File: src/rtl/mem_port_arbiter.sv
// mem_port_arbiter
//   Shares one memory client port between two requesters: requester 0 (fetch
//   unit) and requester 1 (load/store unit). Requests are arbitrated
//   round-robin. The owner of every accepted request is pushed into an
//   in-flight ordering queue. Because the memory answers strictly in request
//   order, the head of that queue names the owner of the next response.
//
// Ports
//   clk, rst                 clock, synchronous active-high reset
//   c0_req_*, c1_req_*       val/rdy/msg request channels from the requesters
//   c0_resp_*, c1_resp_*     val/rdy response channels to the requesters
//   resp_msg                 shared response payload, qualified by cN_resp_val
//   mem_req_*                val/rdy/msg request channel to the memory
//   mem_resp_*               val/rdy/msg response channel from the memory
//   inflight_count           registered count of outstanding requests
module mem_port_arbiter #(
  parameter int p_req_bits     = 101,
  parameter int p_resp_bits    = 101,
  parameter int p_max_inflight = 4
) (
  input  logic                              clk,
  input  logic                              rst,

  input  logic                              c0_req_val,
  output logic                              c0_req_rdy,
  input  logic [p_req_bits-1:0]             c0_req_msg,
  input  logic                              c1_req_val,
  output logic                              c1_req_rdy,
  input  logic [p_req_bits-1:0]             c1_req_msg,

  output logic                              c0_resp_val,
  input  logic                              c0_resp_rdy,
  output logic                              c1_resp_val,
  input  logic                              c1_resp_rdy,
  output logic [p_resp_bits-1:0]            resp_msg,

  output logic                              mem_req_val,
  input  logic                              mem_req_rdy,
  output logic [p_req_bits-1:0]             mem_req_msg,
  input  logic                              mem_resp_val,
  output logic                              mem_resp_rdy,
  input  logic [p_resp_bits-1:0]            mem_resp_msg,

  output logic [$clog2(p_max_inflight):0]   inflight_count
);

  localparam int c_ptr_bits = $clog2(p_max_inflight);
  localparam int c_cnt_bits = $clog2(p_max_inflight) + 1;

  // Address field position in the packed request (op is the MSB, addr next).
  localparam int c_addr_hi  = p_req_bits - 2;

  logic                  prio;
  logic                  owner_q [p_max_inflight];
  logic [c_ptr_bits-1:0] head;
  logic [c_ptr_bits-1:0] tail;
  logic [c_cnt_bits-1:0] count;

  logic full;
  logic empty;
  logic grant;
  logic owner;
  logic req_xfer;
  logic resp_xfer;

  // NOTE: every signal written in always_comb is given a value on every path;
  // a missing assignment would infer a latch.
  always_comb begin
    full  = (count == c_cnt_bits'(p_max_inflight));
    empty = (count == '0);
    // Conflict goes to prio; otherwise whichever requester is valid (0 when idle).
    grant = (c0_req_val && c1_req_val) ? prio : c1_req_val;
    owner = owner_q[head];

    mem_req_val = (c0_req_val || c1_req_val) && !full;
    mem_req_msg = grant ? c1_req_msg : c0_req_msg;
    c0_req_rdy  = mem_req_rdy && !full && !grant;
    c1_req_rdy  = mem_req_rdy && !full &&  grant;

    // Full blocks requests even if a response pops this cycle, so the request
    // path never depends on the response path.
    req_xfer     = mem_req_val && mem_req_rdy;

    c0_resp_val  = mem_resp_val && !empty && !owner;
    c1_resp_val  = mem_resp_val && !empty &&  owner;
    mem_resp_rdy = !empty && (owner ? c1_resp_rdy : c0_resp_rdy);
    resp_msg     = mem_resp_msg;
    resp_xfer    = mem_resp_val && mem_resp_rdy;
  end

  // NOTE: sequential state uses non-blocking assignments so every register
  // samples the pre-edge values regardless of statement order.
  always_ff @(posedge clk) begin
    if (rst) begin
      prio  <= 1'b0;
      head  <= '0;
      tail  <= '0;
      count <= '0;
    end else begin
      if (req_xfer) begin
        tail <= tail + 1'b1;   // power-of-2 depth: natural wrap
        prio <= ~grant;
      end
      if (resp_xfer) begin
        head <= head + 1'b1;
      end
      case ({req_xfer, resp_xfer})
        2'b10:   count <= count + 1'b1;
        2'b01:   count <= count - 1'b1;
        default: count <= count;
      endcase
    end
  end

  // NOTE: the owner storage is not reset; entries are only read between
  // head and tail, which reset empties, so stale contents are never used.
  always_ff @(posedge clk) begin
    if (req_xfer) begin
      owner_q[tail] <= grant;
    end
  end

  assign inflight_count = count;

`ifndef SYNTHESIS
  // A response with nothing outstanding means the memory broke ordering.
  always_ff @(posedge clk) begin
    if (!rst) begin
      assert (!(mem_resp_val && empty));
    end
  end

  // One-line trace: accepted request as owner digit + address, then the
  // owner of the delivered response; blanks of equal width when idle.
  function automatic string line_trace();
    string s_req;
    string s_resp;
    s_req  = req_xfer ? $sformatf("%0d%08h", grant, mem_req_msg[c_addr_hi -: 32])
                      : "         ";
    s_resp = resp_xfer ? $sformatf("%0d", owner) : " ";
    return {s_req, " > ", s_resp};
  endfunction
`endif

endmodule

File: config.mk
export PLATFORM = sky130hd
export DESIGN_NAME = mem_port_arbiter
export DESIGN_NICKNAME = d
export VERILOG_FILES = /design/src/rtl/mem_port_arbiter.sv
export SDC_FILE = /design/constraint.sdc
export NUM_CORES = 1
export LEC_CHECK = 0
export ABC_AREA = 1
export BUFFER_PORTS_ARGS = -buffer_cell sky130_fd_sc_hd__buf_2
export CAP_MARGIN = 10
export CORE_AREA = 2 2 202 204
export CTS_CLUSTER_SIZE = 40
export DETAILED_ROUTE_END_ITERATION = 10
export DIE_AREA = 0 0 204 206
export SKIP_CTS_REPAIR_TIMING = 1
export SLEW_MARGIN = 15
export SYNTH_ARGS = -nofsm -noshare
export SYNTH_HDL_FRONTEND = slang
export SYNTH_SLANG_ARGS = --single-unit
File: constraint.sdc
create_clock -name clk -period 3.66 [get_ports clk]
set_input_delay 0.183 -clock clk [delete_from_list [all_inputs] [get_ports clk]]
set_output_delay 0.183 -clock clk [all_outputs]
set_load 0.03 [all_outputs]
# --- Yosys cells after proc, flatten, opt, wreduce, memory -nomap -nowiden ---
# Memory sizes are Yosys's and may differ from the RTL's. A register that Yosys moved wholly into a read port is not among the register bits.
# Index checks and enable logic that the tools add are counted.
op_classes:
  add_sub_neg: 4
  eq_ne: 3
  mux: 8
  bitwise_logic: 1
  reduce_logical: 18
ops:
  columns: ["operator", "count"]
  rows:
  - ["101-bit 2-to-1 mux", 1]
  - ["1-bit logical AND", 11]
  - ["3-bit case mux with 2 select lines", 1]
  - ["2-bit by 1-bit adder with 2-bit output, second input constant", 2]
  - ["1-bit logical NOT", 4]
  - ["1-bit 2-to-1 mux", 4]
  - ["2-bit 2-to-1 mux", 2]
  - ["3-bit by 1-bit adder with 3-bit output, second input constant", 1]
  - ["3-bit equality test, second input constant", 1]
  - ["3-bit logical NOT", 1]
  - ["3-bit by 1-bit subtractor with 3-bit output, second input constant", 1]
  - ["2-bit by 1-bit equality test with 1-bit output, second input constant", 1]
  - ["2-bit equality test, second input constant", 1]
  - ["2-bit nonzero test", 1]
  - ["1-bit logical OR", 1]
  - ["1-bit NOT", 1]
totals:
  register_bits: 8
  ram_bits: 4
  output_inout_bits: 211
  memories: 1
mem_list:
  columns: ["name", "words", "word_bits", "rd", "rd_clocked_by_memory_dff", "write_ports", "line", "source"]
  rows:
  - ["owner_q", 4, 1, 1, 1, 1, "54", "logic owner_q [p_max_inflight];"]

# --- Logic depth before layout (Yosys ltp) ---
logic_depth:
  word_depth: 6
  depth_mapped: 14

# --- Worst setup path after synthesis ---
# Ideal clock, no wire load.
synth_path:
  kind: "register to register"
  from: "reg count[0] (netlist: inflight_count[0])"
  to: "reg count[2] (netlist: inflight_count[2])"
  t_arrival_ns: 2.003
  slack_ns: 1.535
  path_stages_with_launch: 12
  cell_sequence: "dfxtp_1 nor3_1 nor2_1 nand3_1 inv_1 ha_1 inv_1 fa_1 a21oi_1 o21ai_0 o21ai_0 a21oi_1"
synth_via:
  elab_chain_cells: 6
  elab_cells_between_ends: 14
synth_rtl:
  columns: ["item", "line", "source"]
  rows:
  - ["from (decl)", "57", "logic [c_cnt_bits-1:0] count;"]
  - ["from (signal assigned)", "108", "2'b10: count <= count + 1'b1;"]
  - ["from (signal assigned)", "109", "2'b01: count <= count - 1'b1;"]
  - ["from (signal assigned)", "110", "default: count <= count;"]
  - ["3-bit logical NOT (*)", "70", "empty = (count == '0);"]
  - ["1-bit logical NOT (*)", "86", "mem_resp_rdy = !empty && (owner ? c1_resp_rdy : c0_resp_rdy);"]
  - ["1-bit logical AND (*)", "86", null]
  - ["1-bit logical AND (*)", "88", "resp_xfer = mem_resp_val && mem_resp_rdy;"]
  - ["named net resp_xfer", "64", "logic resp_xfer;"]
  - ["2-bit by 1-bit equality test with 1-bit output / 2-bit equality test (equally long branches)", "107", "case ({req_xfer, resp_xfer})"]
  - ["3-bit case mux with 2 select lines / 2-bit nonzero test (equally long branches)", null, null]
# The timed path passes the listed nets; every way through them passes the cells marked *.
# A chain may end at the register's enable or synchronous reset.

# --- Worst setup path in the final report ---
# Same ends and word-level chain as after synthesis.

==> impl_metrics.toml <==
[clock_network]
cts_inserted_buffers = 3
worst_skew_pair.late_latency_ps = 240
clockRootBuffer = "sky130_fd_sc_hd__clkbuf_16"
tritoncts = "yes"
tritoncts_num_sinks = 14
path_clk_slew_ps = 50
cts-htree-levels = 1
clk_path_buf_depth = 2

[power]
combinationalPowerShare_pct = 65.5
share_seq_of_total_power_pct = 16.6
netSwitchingFraction_pct = 51.0
netSwitchingPower_mw = 0.592
power.internal_mw = 0.568
vdd_ir_drop_max_mv = 0.134
totalPowerFinal_mw = 1.16
static-leakage-power_nw = 2.55
power_density_nw_per_um2 = 272
clkPwrFrac_pct = 17.9

[setup_path]
cp_slowest_cell = "sky130_fd_sc_hd__dfxtp_1"
critical_path_arrival_ps = 2220
critPathKind = "flip-flop to flip-flop"
cp_top_family = "adder cells"
worstReg2RegEnd = "inflight_count[2]"
crit-reg2reg-launch = "inflight_count[0]"
cp_data_required_time_ps = 3790
cpPeakStageDelay_ps = 390
timing.reg2reg.setup_slack_ps = 1560
cell_breakdown_of_the_critical_path = "nor3_1 -> nor2_1 -> nand3_1 -> inv_1 -> ha_1 -> inv_1 -> fa_1 -> a21oi_1 -> o21ai_0 -> o21ai_0 -> a21oi_1"
critPathMaxFanout = 5
critPathLaunchType = "flip-flop"
worst_setup_path_end_kind = "flip-flop"
worst-path-buf-inv = 2
r2r_cell_count = 11

[drt]
detail_routed_net_length_per_standard_cell_um = 10.2
detailroute.via_count = 3609
drt.antenna.violating_nets = 0
route.detailed.vias_per_inst = 2.87
postRouteWirelength_mm = 12.8
drtIter0Drc = 160
firstDrtPassIters = 4
post-route-drc-count = 0

[final_layout]
layout_commonest_cell = "sky130_fd_sc_hd__buf_2"
layout.nets = 1042
final_cell_area_sq_um = 4260
layout-drive-gt1-share_pct = 45.7
highest_count_cells_in_the_layout_ignoring_fill_and_taps = "sky130_fd_sc_hd__buf_2, sky130_fd_sc_hd__nand2_1, sky130_fd_sc_hd__inv_1, sky130_fd_sc_hd__nor2_1, sky130_fd_sc_hd__dfxtp_1"
antenna_cells_inserted = 0
layout-area-overhead-vs-synth_pct = 54.3
final_core_utilization_pct = 10.6
final_cells = 1256

[floorplan]
die_height_um = 206
boundaryPins = 522
core_sq_um = 40200
die-area_sq_um = 42000
chipWidth_um = 204
start_util_pct = 6.88
num_rows = 74

[synth]
synth.top_cells.by_area = "sky130_fd_sc_hd__nand2_1, sky130_fd_sc_hd__buf_4, sky130_fd_sc_hd__dfxtp_1"
postSynthNetCount = 838
yosysWarningCount = 0
synthDominantCellAreaShare_pct = 42.8
postSynthRegisterBits = 14
sequential_fraction_of_the_synthesis_area_pct = 11.6
syn-instance-count = 521
synth_area_per_cell_sq_um = 5.30
synthesis.area_sq_um = 2760
post_synth_num_cell_types = 20
yosysTopAreaCell = "sky130_fd_sc_hd__nand2_1"

[timing]
fin_worst_hold_slack_ps = 180
fin_tns_setup_ps = 0
timing.slew.headroom_pct = 58.2
timing.fmax_ghz = 0.477
period_minus_slack_ps = 2100
final-hold-violation-count = 0
layout_worst_path_cycle_share_pct = 57.3
finalClockSkew_ps = 2.65
post-route-worst-setup-slack_ps = 1560
setup_viol_count_final = 0
timing.final.max_slew_violations = 0
tightestPinTransition_ps = 626
setup_repair_after_global_routing_missed_its_margin = "no"

[hold_path]
min_path_type = "input port to flip-flop"
holdPathEnd = "prio"
hp-start = "rst"
worstHoldPathCells = 2

[placement]
post-place-ws_ps = 1540
placed_area_sq_um = 4180
placed_cells = 1252
i_o_buffers = 319
gp_routability_congestion = 0.754
place_hpwl_mm = 10.7

[global_routing]
first_global_vias = 2984
pin_count_of_the_biggest_net_entering_global_routing = 107
first_pass_grt_wire_length_mm = 16.8
antenna_violations_before_repair = 0
grt_use_total_pct = 5.18
globalRoute.totalOverflow = 0

[job]
cap_violations = 0

[outcome]
outcome = "complete, no violations"
[power by group through the flow]
stage	clock [mW]	sequential [mW]	combinational, mW
2_1_floorplan	0	0.208	0.674
3_3_place_gp	0	0.195	0.760
3_5_place_dp	0	0.196	0.761
4_1_cts	0.211	0.193	0.765
5_1_grt	0.219	0.195	0.836
6_report	0.208	0.193	0.759
[per-layer routing]
layer  vias to the layer above  GRT usage, %  wire, um
met5                         -             0         0
met4                         0          2.87       689
met3                        53          2.76      1930
met2                       247          8.56      5820
met1                      1452          5.26      4350
li1                       1857             -         -
[how the worst max path moves through the flow]
stage	end	cells after the start	start
global placement	inflight_count[2]	11	inflight_count[0]
detailed placement	inflight_count[2]	11	inflight_count[0]
finish	inflight_count[2]	11	inflight_count[0]
floorplan	inflight_count[2]	11	inflight_count[0]
CTS	inflight_count[2]	11	inflight_count[0]
global route	inflight_count[2]	14	flip-flop
[area by class of cell]
type                            count  area (sq um)
Tap cell                          532           666
Clock inverter                      1          3.75
Fill cell                        4795         35900
Clock buffer                        3          75.1
Inverter                           23          87.6
Sequential cell                    14           320
Timing Repair Buffer              322          1630
Multi-Input combinational cell    361          1480
[kinds of logic (layout without fill, tap and decap cells)]
family,count (synthesis),after routing,synth area share (%)
adders and majority gates,6,6,2.99
DFF,14,14,11.6
buffers and inverters,146,349,35.2
AOI/OAI and AO/OA,18,18,3.76
xor gates and xnor gates,1,1,0.317
and+or+nand+nor,336,336,46.1
[synth_stat cells]
| cell | count |
|---|---|
| sky130_fd_sc_hd__o21a_1 | 1 |
| sky130_fd_sc_hd__nand2_1 | 315 |
| sky130_fd_sc_hd__buf_4 | 109 |
| sky130_fd_sc_hd__fa_1 | 1 |
| sky130_fd_sc_hd__dfxtp_1 | 10 |
| sky130_fd_sc_hd__inv_1 | 19 |
| sky130_fd_sc_hd__a21oi_1 | 9 |
| sky130_fd_sc_hd__edfxtp_1 | 4 |
| sky130_fd_sc_hd__nor2_1 | 12 |
| sky130_fd_sc_hd__ha_1 | 5 |
| sky130_fd_sc_hd__nand3b_1 | 1 |
| sky130_fd_sc_hd__a21oi_2 | 1 |
| sky130_fd_sc_hd__buf_2 | 12 |
| sky130_fd_sc_hd__a211oi_2 | 1 |
| sky130_fd_sc_hd__nor3_1 | 1 |
| sky130_fd_sc_hd__inv_2 | 4 |
| sky130_fd_sc_hd__nand3_1 | 7 |
| sky130_fd_sc_hd__clkbuf_1 | 2 |
| sky130_fd_sc_hd__o21ai_0 | 6 |
| sky130_fd_sc_hd__xor2_1 | 1 |
Note: power is estimated with default switching activity, not from simulation.
